## src/rtl/serial_adder_pkg.sv

```systemverilog
// Shared state encoding and index-width helper for the serial wide adder.
// No logic; latency and backpressure are properties of the users.
package serial_adder_pkg;

  typedef enum logic [1:0] {
    IDLE = 2'd0,
    RUN  = 2'd1,
    DONE = 2'd2
  } state_e;

  // Slice index width; at least one bit so WORDS=1 still has a legal counter.
  function automatic int calc_idxw(input int words);
    return (words <= 1) ? 1 : $clog2(words);
  endfunction

endpackage

```

## src/rtl/serial_wide_adder_nbit_adder.sv

```systemverilog
// N-bit ripple slice adder: {c_out, sum} = a + b + c_in.
// Latency 0 (combinational); no backpressure.
module Nbit_Adder #(
  parameter int N = 4
) (
  input  logic [N-1:0] a,
  input  logic [N-1:0] b,
  input  logic         c_in,
  output logic [N-1:0] sum,
  output logic         c_out
);

  assign {c_out, sum} = {1'b0, a} + {1'b0, b} + {{N{1'b0}}, c_in};

endmodule

```

## src/rtl/serial_wide_adder.sv

```systemverilog
// Adds two N*WORDS-bit operands one N-bit slice per cycle; done pulses WORDS+1 edges after start.
// Backpressure: start is ignored while busy; a start in the DONE cycle chains the next add.
module serial_wide_adder
  import serial_adder_pkg::*;
#(
  parameter int N     = 4,
  parameter int WORDS = 4
) (
  input  logic               clk,
  input  logic               rst_n,
  input  logic               start,
  input  logic [N*WORDS-1:0] a,
  input  logic [N*WORDS-1:0] b,
  input  logic               c_in,
  output logic               busy,
  output logic               done,
  output logic [N*WORDS-1:0] sum,
  output logic               c_out
);

  localparam int W    = N * WORDS;
  localparam int IDXW = calc_idxw(WORDS);
  localparam logic [IDXW-1:0] LAST_IDX = IDXW'(WORDS - 1);

  state_e          state_q, state_d;
  logic [IDXW-1:0] idx_q, idx_d;
  logic [W-1:0]    op_a_q, op_a_d;
  logic [W-1:0]    op_b_q, op_b_d;
  logic            carry_q, carry_d;
  logic [W-1:0]    sum_q, sum_d;
  logic            c_out_q, c_out_d;

  logic [N-1:0]    slice_a, slice_b, slice_sum;
  logic            slice_cout;

  assign slice_a = op_a_q[idx_q*N +: N];
  assign slice_b = op_b_q[idx_q*N +: N];

  Nbit_Adder #(.N(N)) ADD0 (
    .a     (slice_a),
    .b     (slice_b),
    .c_in  (carry_q),
    .sum   (slice_sum),
    .c_out (slice_cout)
  );

  always_comb begin
    state_d = state_q;
    idx_d   = idx_q;
    op_a_d  = op_a_q;
    op_b_d  = op_b_q;
    carry_d = carry_q;
    sum_d   = sum_q;
    c_out_d = c_out_q;
    case (state_q)
      IDLE, DONE: begin
        if (start) begin
          op_a_d  = a;
          op_b_d  = b;
          carry_d = c_in;
          idx_d   = '0;
          state_d = RUN;
        end else begin
          state_d = IDLE;
        end
      end
      RUN: begin
        // Upper slices keep the previous result until overwritten.
        sum_d[idx_q*N +: N] = slice_sum;
        carry_d             = slice_cout;
        if (idx_q == LAST_IDX) begin
          c_out_d = slice_cout;
          state_d = DONE;
        end else begin
          idx_d = idx_q + 1'b1;
        end
      end
      default: state_d = IDLE;
    endcase
  end

  always_ff @(posedge clk or negedge rst_n) begin
    if (!rst_n) begin
      state_q <= IDLE;
      idx_q   <= '0;
      op_a_q  <= '0;
      op_b_q  <= '0;
      carry_q <= 1'b0;
      sum_q   <= '0;
      c_out_q <= 1'b0;
    end else begin
      state_q <= state_d;
      idx_q   <= idx_d;
      op_a_q  <= op_a_d;
      op_b_q  <= op_b_d;
      carry_q <= carry_d;
      sum_q   <= sum_d;
      c_out_q <= c_out_d;
    end
  end

  assign busy  = (state_q == RUN);
  assign done  = (state_q == DONE);
  assign sum   = sum_q;
  assign c_out = c_out_q;

endmodule
```

## config.mk

```make
export PLATFORM = sky130hd
export DESIGN_NAME = serial_wide_adder
export DESIGN_NICKNAME = d
export VERILOG_FILES = /design/src/rtl/serial_adder_pkg.sv /design/src/rtl/serial_wide_adder_nbit_adder.sv /design/src/rtl/serial_wide_adder.sv
export SDC_FILE = /design/constraint.sdc
export NUM_CORES = 1
export LEC_CHECK = 0
export CAP_MARGIN = 30
export CORE_MARGIN = 1
export CORE_UTILIZATION = 40
export CTS_CLUSTER_DIAMETER = 150
export CTS_CLUSTER_SIZE = 24
export DETAILED_ROUTE_END_ITERATION = 16
export HOLD_SLACK_MARGIN = 0.12
export MAX_ROUTING_LAYER = met4
export PLACE_DENSITY = 0.67
export SYNTH_ARGS = -nofsm -noshare
export SYNTH_HDL_FRONTEND = slang
export SYNTH_SLANG_ARGS = --single-unit
```

## constraint.sdc

```tcl
create_clock -name clk -period 2.67 [get_ports clk]
set_clock_uncertainty 0.2 [all_clocks]
set_input_delay 0.534 -clock clk [delete_from_list [all_inputs] [get_ports clk]]
set_output_delay 0.534 -clock clk [all_outputs]
set_load 0.01 [all_outputs]
```

==> flow_summary.toml <==
[status]
status = "completed"

[worst_setup_path]
crit_fanout = 6
slowest_stage = "mux4_1"
start_kind = "flop"
arrival_ns = 2.63
cpPeakStageDelay_ns = 0.62
crit_path_cell_trace = "buf_4, mux4_1, ha_1, a211oi_2, or3b_4, a32o_2"
crit_required_ns = 2.68
criticalPathCategory = "flop to flop"
crit_path_end_kind = "flop"

[route]
drt-total-wl_um = 5050
top_layer = "met4"
drc = 0
route.vias.total = 1800
dr.pass1.iters = 4
dr_wl_met2_um = 2400
detail-route-antenna-nets = 0
avgViaCountPerCell = 4.85
wl_met1_um = 2420
route.met3.wl_um = 194
drt_iter0_markers = 73
detail_route.wl_per_cell_um = 13.6

[global_routing]
grtUsageTotal_pct = 17.9
grt_max_degree = 33
grt_pass1_wl_um = 8710
antenna_found_initial = 0
grt_pass1_vias = 1861
grt-ovfl-total = 0

[clock_network]
cts_tree = "done"
cts_buffers = 5
clk_pin_slew_ns = 0.11
cts.path.max_buffers = 2
cts.sinks = 54
clk_latency_ns = 0.31
htreeDepth = 2
root_buffer = "clkbuf_8"

[synth]
synth-async-reset-ratio_pct = 100
synth_top_family_by_area = "simple AND/OR/NAND/NOR gates"
avgSynthCellArea_um2 = 10.9
synth_nets = 282
synthCells = 235
synth_xor_area_share_pct = 0.342
yosys-top-cells-count = "nand2_1 (100), dfrtp_1 (54), a22o_1 (11), ha_1 (9), buf_2 (7)"
yosys_warnings = 0
ys_seq_area_share_pct = 52.8
yosysMostFrequentCell = "nand2_1"
synthSimpleGateAreaFrac_pct = 21.0
synth_compound_area_share_pct = 7.72
yosysTopAreaCellShare_pct = 52.8
synthTopCellsByArea = "dfrtp_1 (53%), nand2_1 (15%), mux4_1 (5.1%)"
synth_cell_types = 36
synth-seq-cells = 54
synthesis.area_um2 = 2560
synth_top_flop_cell = "dfrtp_1"
synth-edff-count = 0
synthAdderAreaFrac_pct = 5.96
yosysTopAreaCell = "dfrtp_1"
yosys-mux-area-fraction_pct = 8.55

[placed_design]
port_buffers = 54
dpl.hpwl_um = 3890
gp_congestion = 0.798
place_inst = 360

[die]
fp.dieW_um = 82.0
die-area_um2 = 6730
core-area_um2 = 6060
io_pins = 55
rows = 28
dieHeight_um = 82.0
initial_core_util_pct = 42.3

[sta]
period_share_pct = 98.1
worst_pin_slew_ns = 0.413
slew_headroom_pct = 72.5
rsz0062_at_grt = "yes"
max_freq_mhz = 382
fin_crit_ns = 2.62
finalMaxSlewViolations = 0
hold_slack_ns = 0.276
setup_violations = 0
hold_violations = 0

[layout]
nets = 342
diodes = 0
final_cells = 371
n_fill_cell = 544
drive_gt1_share_pct = 12.8
area_delta_synth_final_pct = 29.1
finalCoreUtilization_pct = 54.5

[worst_hold_path]
hp-class = "flop to flop"

[pwr]
ir_worst_vdd_mv = 0.591
p_leak_nw = 1.60
p_per_area_nw_per_um2 = 1210

[job]
cap_violations = 0
[cells by family (layout without fill, tap and decap cells)]
logic type	Yosys count	count (layout)
AND/OR/NAND/NOR	119	119
flip-flops	54	54
AO/OA/AOI/OAI	24	24
buffers and inverters	16	77
adder cells (fa/ha/maj)	11	11
multiplexers	10	10
XOR/XNOR	1	1
[cell usage in the layout (no fill, tap or decap), types with 3 or more instances in the layout]
cell             count
mux4_1               4
clkbuf_8             5
clkdlybuf4s50_1     53
a32o_1               3
nand2_1            100
buf_4               10
inv_1                3
ha_1                 9
mux4_2               4
a22o_1              11
dfrtp_1             53
[path summary, 6_finish.rpt]
check / slack, ns / start / endpoint / depth (start not counted)
max: 0.05 / idx_q[0]$_DFFE_PN0P_ / sum[3]$_DFFE_PN0P_ / 6
min: 0.28 / op_a_q[1]$_DFFE_PN0P_ / op_a_q[1]$_DFFE_PN0P_ / 2
max reg2reg: 0.05 / idx_q[0]$_DFFE_PN0P_ / sum[3]$_DFFE_PN0P_ / 6
min reg2reg: 0.28 / op_a_q[1]$_DFFE_PN0P_ / op_a_q[1]$_DFFE_PN0P_ / 2
max in group asynchronous: 1.18 / rst_n / op_b_q[8]$_DFFE_PN0P_ / 3
min in group asynchronous: 0.47 / rst_n / sum[8]$_DFFE_PN0P_ / 2
[cell type report]
class | instances | area [um2] | share of cell area [%]
flip-flops and latches | 54 | 1350 | 40.9
clock buffers | 6 | 72.6 | 2.20
clock inverters | 2 | 16.3 | 0.492
multi-input cells | 165 | 1130 | 34.3
inverters | 4 | 15.0 | 0.454
repair buffers | 65 | 621 | 18.8
well taps | 75 | 93.8 | 2.84
[worst max-delay path, delay by kind of cell (launching register included)]
kind	cells	cell delay [ns]
and+or+nand+nor	1	0.42
muxes	1	0.62
adders and majority gates	1	0.33
AOI/OAI and AO/OA	2	0.34
buffers and inverters	1	0.15
DFF	1	0.46
[per-stage QoR]
stage	cell area (um2)	setup TNS (ns)	setup slack [ns]	total power, W
global placement	3190	0	0.0377	0.00349
CTS	3290	0	0.0324	0.00398
finish	3310	0	0.0502	0.00399
global route	3310	-0.0963	-0.0242	0.00435
floorplan	2570	-0.0581	-0.0183	0.00287
detailed placement	3190	-0.0675	-0.0320	0.00351
[metal layers]
layer  up-vias  GRT usage (%)
met2        46           29.2
met1       839           23.2
met5         -              -
met3         4           3.11
met4         0           4.21
li1        911              -
[where the power goes]
group / leakage (nW) / internal (W) / switching (W)
logic: 0.870 / 0.00106 / 0.00107
registers: 0.688 / 0.00116 / 0.000233
clock network: 0.0418 / 0.000189 / 0.000273
[sequential cells by signal, summed over array words and instances, names as in the netlist]
name     count
op_b_q      16
state_q      2
sum         16
idx_q        2
carry_q      1
op_a_q      16
c_out        1
[what timing repair did]
action,CTS,global route
resized for setup,1,2
endpoints found under the hold margin,17,0
setup endpoints to repair,7,5
pin swaps,0,2
hold buffers,1,0
setup buffers,0,2
(Power assumes the default switching activity.)
